<file path="src/rtl/mips_fetch_queue.sv">
`default_nettype none
// ============================================================================
// Module      : mips_fetch_queue
// Description : Instruction fetch unit with a show-ahead instruction queue.
//               Issues one outstanding request at a time to instruction
//               memory and buffers returned words with their fetch PCs.
//               A redirect flushes the queue and restarts fetch. If a fetch
//               is still outstanding when the redirect arrives, its late
//               response is dropped.
// Revision    : 1.0 - initial release
// ============================================================================
module mips_fetch_queue #(
    parameter int          DEPTH    = 4,
    parameter logic [31:0] RESET_PC = 32'h0000_0000
) (
    input  logic                     clock,
    input  logic                     reset,
    output logic                     imem_req,
    output logic [31:0]              imem_addr,
    input  logic                     imem_ack,
    input  logic [31:0]              imem_rdata,
    output logic                     instr_valid,
    output logic [31:0]              instr,
    output logic [31:0]              instr_pc,
    input  logic                     instr_ready,
    input  logic                     redirect,
    input  logic [31:0]              redirect_pc,
    output logic [$clog2(DEPTH):0]   count
);

    localparam int            AW      = $clog2(DEPTH);
    localparam int            CW      = AW + 1;
    localparam logic [CW-1:0] C_DEPTH = CW'(DEPTH);

    // The queue uses natural pointer wrap, so the depth must be a power of two.
    if ((DEPTH < 2) || (DEPTH > 16) || ((DEPTH & (DEPTH - 1)) != 0)) begin : g_bad_depth
        $error("mips_fetch_queue: DEPTH must be a power of two in 2..16");
    end

    typedef enum logic [1:0] {
        S_IDLE = 2'd0,
        S_WAIT = 2'd1,
        S_DROP = 2'd2
    } state_t;

    state_t          r_state;
    state_t          w_state_next;
    logic [31:0]     r_fetch_pc;
    logic [31:0]     w_pc_next;
    logic [31:0]     r_req_addr;
    logic [AW-1:0]   r_wptr;
    logic [AW-1:0]   r_rptr;
    logic [CW-1:0]   r_count;
    logic [CW-1:0]   w_count_next;
    logic [31:0]     r_mem_instr [DEPTH];
    logic [31:0]     r_mem_pc    [DEPTH];
    logic            w_push;
    logic            w_pop;
    logic            w_new_req;
    logic [31:0]     w_redirect_aligned;
    logic            w_unused;

    assign w_redirect_aligned = {redirect_pc[31:2], 2'b00};
    assign w_unused           = ^redirect_pc[1:0];

    // Next-state, next fetch PC and queue push/pop decisions; redirect wins.
    always_comb begin
        w_state_next = r_state;
        w_pc_next    = r_fetch_pc;
        w_pop        = instr_valid && instr_ready && !redirect;
        w_push       = (r_state == S_WAIT) && imem_ack && !redirect;
        w_count_next = r_count + {{AW{1'b0}}, w_push} - {{AW{1'b0}}, w_pop};

        case (r_state)
            S_IDLE: begin
                // Acks arriving here belong to an abandoned request; ignore them.
                if (redirect) begin
                    w_pc_next    = w_redirect_aligned;
                    w_state_next = S_WAIT;
                end else if (r_count < C_DEPTH) begin
                    w_state_next = S_WAIT;
                end
            end
            S_WAIT: begin
                if (redirect) begin
                    w_pc_next    = w_redirect_aligned;
                    w_state_next = imem_ack ? S_WAIT : S_DROP;
                end else if (imem_ack) begin
                    w_pc_next    = r_fetch_pc + 32'd4;
                    w_state_next = (w_count_next < C_DEPTH) ? S_WAIT : S_IDLE;
                end
            end
            S_DROP: begin
                if (redirect) begin
                    w_pc_next = w_redirect_aligned;
                end else if (imem_ack) begin
                    w_state_next = S_WAIT;
                end
            end
            default: begin
                w_state_next = S_IDLE;
            end
        endcase

        // A fresh request starts on entry to WAIT from IDLE, or whenever the
        // current request completes (ack) and WAIT follows.
        w_new_req = (w_state_next == S_WAIT) && ((r_state == S_IDLE) || imem_ack);
    end

    // Fetch FSM, fetch PC and the address of the outstanding request.
    always_ff @(posedge clock) begin
        if (reset) begin
            r_state    <= S_IDLE;
            r_fetch_pc <= RESET_PC;
            r_req_addr <= RESET_PC;
        end else begin
            r_state    <= w_state_next;
            r_fetch_pc <= w_pc_next;
            if (w_new_req) begin
                r_req_addr <= w_pc_next;
            end
        end
    end

    // Queue pointers and occupancy; a redirect empties the queue.
    always_ff @(posedge clock) begin
        if (reset) begin
            r_wptr  <= '0;
            r_rptr  <= '0;
            r_count <= '0;
        end else if (redirect) begin
            r_wptr  <= '0;
            r_rptr  <= '0;
            r_count <= '0;
        end else begin
            if (w_push) begin
                r_wptr <= r_wptr + 1'b1;
            end
            if (w_pop) begin
                r_rptr <= r_rptr + 1'b1;
            end
            r_count <= w_count_next;
        end
    end

    // Entry storage; cleared on reset so the head reads zero afterwards.
    always_ff @(posedge clock) begin
        if (reset) begin
            for (int i = 0; i < DEPTH; i++) begin
                r_mem_instr[i] <= '0;
                r_mem_pc[i]    <= '0;
            end
        end else if (w_push) begin
            r_mem_instr[r_wptr] <= imem_rdata;
            r_mem_pc[r_wptr]    <= r_fetch_pc;
        end
    end

    // The FSM only requests when there is room, so a push can never hit a full queue.
    always_ff @(posedge clock) begin
        if (!reset) begin
            a_no_push_when_full: assert (!(w_push && (r_count == C_DEPTH)));
        end
    end

    assign imem_req    = (r_state != S_IDLE);
    assign imem_addr   = r_req_addr;
    assign instr_valid = (r_count != '0);
    assign instr       = r_mem_instr[r_rptr];
    assign instr_pc    = r_mem_pc[r_rptr];
    assign count       = r_count;

endmodule
`default_nettype wire

</file>
<file path="config.mk">
export PLATFORM = sky130hd
export DESIGN_NAME = mips_fetch_queue
export DESIGN_NICKNAME = d
export VERILOG_FILES = /design/src/rtl/mips_fetch_queue.sv
export SDC_FILE = /design/constraint.sdc
export NUM_CORES = 1
export LEC_CHECK = 0
export BUFFER_PORTS_ARGS = -buffer_cell sky130_fd_sc_hd__buf_4
export CORE_MARGIN = 2
export CORE_UTILIZATION = 30
export CTS_CLUSTER_DIAMETER = 50
export CTS_CLUSTER_SIZE = 40
export DETAILED_ROUTE_END_ITERATION = 10
export GPL_TIMING_DRIVEN = 1
export PLACE_DENSITY = 0.44
export SLEW_MARGIN = 20
export SYNTH_ARGS = -nofsm -noshare
export SYNTH_HDL_FRONTEND = slang
export SYNTH_SLANG_ARGS = --single-unit
</file>
<file path="constraint.sdc">
create_clock -name clock -period 12.46 [get_ports clock]
set_input_delay 2.492 -clock clock [delete_from_list [all_inputs] [get_ports clock]]
set_output_delay 2.492 -clock clock [all_outputs]
set_load 0.01 [all_outputs]
</file>
* Word level (Yosys, flattened, before mapping) *
Memories as Yosys holds them, arrays and structs flattened. A register that Yosys moved wholly into a read port is not among the register bits.
Cells that the tools add are included.

cells by class
  add/subtract/negate cells = 5
  mux-type cells = 28
  reduce and logical (&&, ||, !) cells = 14
  equality and inequality tests = 3
  magnitude comparators = 2

operators by type and width
  operator                                           number
  two-way mux 32 bit                                 5
  case mux 32 bit (2 select lines)                   1
  OR reduction 32 bit                                2
  adder 32 x 3 -> 32 bit, second input constant      1
  two-way mux 2 bit                                  13
  two-way mux 1 bit                                  8
  less-than comparator 3 bit, second input constant  2
  case mux 2 bit (3 select lines)                    1
  logical AND 1 bit                                  5
  adder 2 x 1 -> 2 bit, second input constant        2
  == test 2 x 1 -> 1 bit, second input constant      2
  OR reduction 2 bit                                 2
  adder 3 x 1 -> 3 bit                               1
  nonzero test 3 bit                                 1
  subtractor 3 x 1 -> 3 bit                          1
  == test 2 bit, second input constant               1
  zero test 2 bit                                    1
  nonzero test 2 bit                                 1
  zero test 1 bit                                    1
  logical OR 1 bit                                   1

word-level totals
  logic and storage cells = 60
  bits of input ports = 69
  output and inout bits = 101
  memories = 2
  bits in registers = 73
  bits in writable memories = 256

memories
  name         depth  bits a word  read ports  clocked after Yosys merged registers in  wr ports  line  text
  r_mem_instr  4      32           1           1                                        4         55    logic [31:0] r_mem_instr [DEPTH];
  r_mem_pc     4      32           1           1                                        4         56    logic [31:0] r_mem_pc [DEPTH];

* Depth between registers and ports, before layout *
  depth in word-level cells = 12
  gate-level depth with buffers = 14
  depth with buffers taken out = 12

* Least setup slack after synthesis *
Ideal clock, no wire load.

  kind = input to register
  from = input port imem_ack
  to = memory r_mem_instr[1][0], enable pin
  buffers on the path = 1
  data required time = 11.879 ns
  library setup time = 0.581 ns
  stages = 5
  arrival time = 7.981 ns
  slack = 3.898 ns
  path through = clkbuf_1 -> nand2_1 -> nor3_1 -> inv_1 -> o31ai_1

RTL lines
  item                line  text
  start: declaration  20    input logic imem_ack,
  end: declaration    55

* Worst setup path after layout *
  from = input port imem_ack
  to = register r_req_addr[25] (netlist: imem_addr[25])

between the ends
  word-level cells in the longest chain between the ends = 11
  elaborated cells between the ends (all ways) = 18
  classes of those cells = 2 x add/sub; 1 x order compare; 1 x eq/ne; 10 x mux; 4 x reduce/logical

RTL lines
  item                             line  text
  logical AND 1 bit (2 in a row)   71    w_push = (r_state == S_WAIT) && imem_ack && !redirect;
  adder 3 x 1 -> 3 bit             72    w_count_next = r_count + {{AW{1'b0}}, w_push} - {{AW{1'b0}}, w_pop};
  subtractor 3 x 1 -> 3 bit        72
  less-than comparator 3 bit       90    w_state_next = (w_count_next < C_DEPTH) ? S_WAIT : S_IDLE;
  two-way mux 1 bit                90
  two-way mux 2 bit                88    end else if (imem_ack) begin
  two-way mux 2 bit                85    if (redirect) begin
  case mux 2 bit (3 select lines)  74    case (r_state)
  == test 2 x 1 -> 1 bit           107   w_new_req = (w_state_next == S_WAIT) && ((r_state == S_IDLE) || imem_ack);
  logical AND 1 bit                107
  end signal: assignment           120   r_req_addr <= w_pc_next;
  end: declaration                 50    logic [31:0] r_req_addr;

Several ways; a longest one is shown, not always the timed one.
A chain may end at the register's enable or synchronous reset.

==> key figures <==
Worst setup path
  • CP max FO: 25
  • Critical path's top delay family: compound AO/OA/AOI/OAI gates
  • Worst path slowest cell: o21a_1
  • Worst Path Arrival: 6250 ps
  • Startpoint types: input port
  • Worst-path cell chain: buf_4 > nand2_1 > nor3_2 > inv_1 > ha_1 > inv_1 > ha_1 > fa_1 > xor3_1 > a222oi_1 > o21a_1 > or4_1 > a21oi_1
  • Crit Path Class: in2reg
  • Critical path endpoint category: flop
  • Largest stage delay on the critical path: 900 ps
  • Worst EP required: 12880 ps
  • Crit path buffers/inverters: 3

Yosys
  • Synth Area in Compound Gates: around 6.3%
  • Synth Area in XOR/XNOR: less than 1%
  • Async set-reset flop share out of synthesis: 0%
  • Synth Area per Inst: 13.25 um2
  • Netlist Area Pre-Place: ~15000 um2
  • Synth warnings: 0
  • #FFs+latches synth: about 330
  • Post-synthesis sequential area ratio: 61.91%
  • Main synth FF type: edfxtp_1
  • EDFF count, synth: ~260
  • Mux contribution to synthesized area: under 10%
  • Adder-cell area share of the yosys netlist: 0.3878%
  • Syn nets: 1193
  • Post-Syn Instances: 1120
  • Main combinational cell family by area after synthesis: simple AND/OR/NAND/NOR gates
  • Library cells used by synthesis: 73
  • Simple-Gate Fraction of Synth Area: 17.92%

Timing
  • Endpoints failing setup: 0
  • Final hold vios: 0
  • Max Freq: 171.5 MHz
  • Worst-Margin Slew: between 1000 and 1500 ps
  • Slew margin rel.: 26.80%
  • Tmin final: a little under 6000 ps
  • Clock Skew: 24.56 ps
  • RSZ-0062 raised after global routing: no
  • Fin Setup TNS: 0 ps
  • Tcrit/Tclk final: 46.80%
  • Max-slew violation count: 0

CTS
  • Post-cts gate resize count: 0
  • CTS tree: built
  • Num CTS Buffers: 43
  • Clk_lat worst skew: between 500 and 600 ps
  • Clock buffer depth: 3
  • CTS clk-pin slew, worst paths: 60 ps
  • Cts hold-fix bufs: 0
  • # Post-CTS Setup Buffers: 0
  • CTS Sinks: 331
  • H-tree depth: 2
  • CTS root buf: clkbuf_16

Die
  • FP Rows: 81
  • Core area: 48850 um2
  • Die width: 226.4 um
  • Ports: 170
  • Initial Utilization: 30.39%
  • Chip height: 226.4 um
  • Die ar.: 51270 um2

Global routing
  • Gr ovfl total: 0
  • First-pass GRT wire length: 67.72 mm
  • Gr usage total: 17.91%
  • Vias in the first global route: ~10000
  • Largest net degree at the start of global routing: 67
  • Antenna violations before repair: 0

Run
  • MaxCap Viol Count: 0

Power and ir drop
  • Peak supply drop: 84.40 uV
  • Power per Cell Area: 155.4 nW/um2
  • Total Power: 2842 uW
  • P_leak: 0.007110 uW

Placed design
  • DP HPWL: 26.44 mm
  • Port bufs: around 170
  • Placed instance count: 1869
  • Final Wtd Congestion: 0.7805

Status
  • Status: completed

Detailed routing
  • Drt wl/cell: between 20 and 25 um
  • Via density per instance: 5.155
  • DRC: 0
  • Via count: 10037
  • Initial DRC count: 857
  • 1st-pass router iterations: 6
  • Final WL: 45.56 mm
  • Antenna-violating nets left: 0

Cells and area
  • Most common cell after layout, fill and taps aside: edfxtp_1
  • NumNets Final: 1323
  • Final std cells w/o fill: 1947
  • Most frequent cells in the layout: edfxtp_1 (256), buf_4 (185), and3_1 (137), and2_1 (127), dfxtp_1 (73)
  • Area growth syn-to-layout: 23.25%
  • Fraction of layout cells with a size suffix above 1: 26.52%

Hold path
  • Hold WC Path Type: reg2reg
where the power goes:
| part | internal, uW | leakage, uW | switching (uW) |
|---|---|---|---|
| clock | 848 | 0.000746 | 497 |
| sequential | 1240 | 0.00326 | 40.7 |
| combinational | 88.9 | 0.00310 | 127 |
cells in the mapped netlist (3+ instances only):
cell type  count  area (um2)
inv_1         12       45.04
nand2b_1       5       31.28
buf_1         10       37.54
a21oi_1       26       130.1
a211o_1        3       26.28
o22a_1         9       78.83
clkbuf_1      83       311.6
o2111a_1       3       33.78
o211ai_1       4       30.03
dfxtp_1       75        1501
a211oi_1       5       37.54
o22ai_1       14       87.58
or4_1          3       22.52
or3_1          7       43.79
nand4_1       16       100.1
xor2_1         6       52.55
o31ai_1        8       60.06
nor4_1        12       75.07
o21ai_0       17       85.08
and2_1       127       794.5
ha_1           3       37.54
buf_2          4       20.02
nor3_1        10       50.05
nor2_1        62       232.7
edfxtp_1     256        7687
o221ai_1       3       26.28
a31oi_1        5       31.28
a311oi_1       3       26.28
and4_1         5       43.79
nand2_1       44       165.2
nand3_1       20       100.1
o41ai_1        3       26.28
xnor2_1        4       35.03
and3_1       137       857.1
mux4_2        64        1441
kinds of logic after synthesis:
family / after synthesis
AND/OR/NAND/NOR: 464
flip-flops: 331
AO/OA/AOI/OAI: 132
buffers and inverters: 113
multiplexers: 65
XOR/XNOR: 11
adder cells (fa/ha/maj): 4
sequential cells by signal, indices dropped and copies added (netlist names), named ones only:
name         count
imem_addr       32
r_state          2
r_rptr           2
r_fetch_pc      32
r_mem_pc       128
r_wptr           2
r_mem_instr    128
count            3
worst register-to-register path: stages, from the launching register on:
cell and delay, ps:
dfxtp_1 910, nand2_1 300, nor3_2 210, inv_1 240, ha_1 360, inv_1 40
ha_1 180, fa_1 370, xor3_1 260, a222oi_1 440, o21a_1 900, or4_1 300
a21oi_1 80
layout make-up:
type                    count  area, um2
fillers                  4728      30560
well taps                 664      830.8
flip-flops and latches    331       9196
clock buffers              49       1141
repair buffers            185       1389
clock inverters            28      390.4
inverters                  13      48.80
diodes                      1      2.502
multi-input cells         676       5295
per-stage QoR:
stage,hold WS [ps],utilization [%],cell area [um2],worst slack (ps)
after CTS,458.1,37.44,18290,6687
after floorplan,476.1,-,14840,3898
final,458.6,37.45,18290,6629
after detailed placement,448.5,34.31,16760,6085
after global placement,447.5,34.31,16760,6095
after global routing,475.0,37.44,18290,6366
final timing paths:
kind | start | to | slack [ps] | depth (start not counted)
worst max-delay path | imem_ack | imem_addr[25] | 6630 | 13
worst max register to register | r_state[0] | imem_addr[25] | 7720 | 12
worst min-delay path | imem_addr[10] | imem_addr[10] | 460 | 2
worst min register to register | imem_addr[10] | imem_addr[10] | 460 | 2
metal layers:
metal  GRT usage [%]  wire, um
met5               0         0
met2           28.31     20890
met3           3.006      2920
met4           4.839       875
met1           25.43     20870
Note: power is estimated with default switching activity, not from simulation.
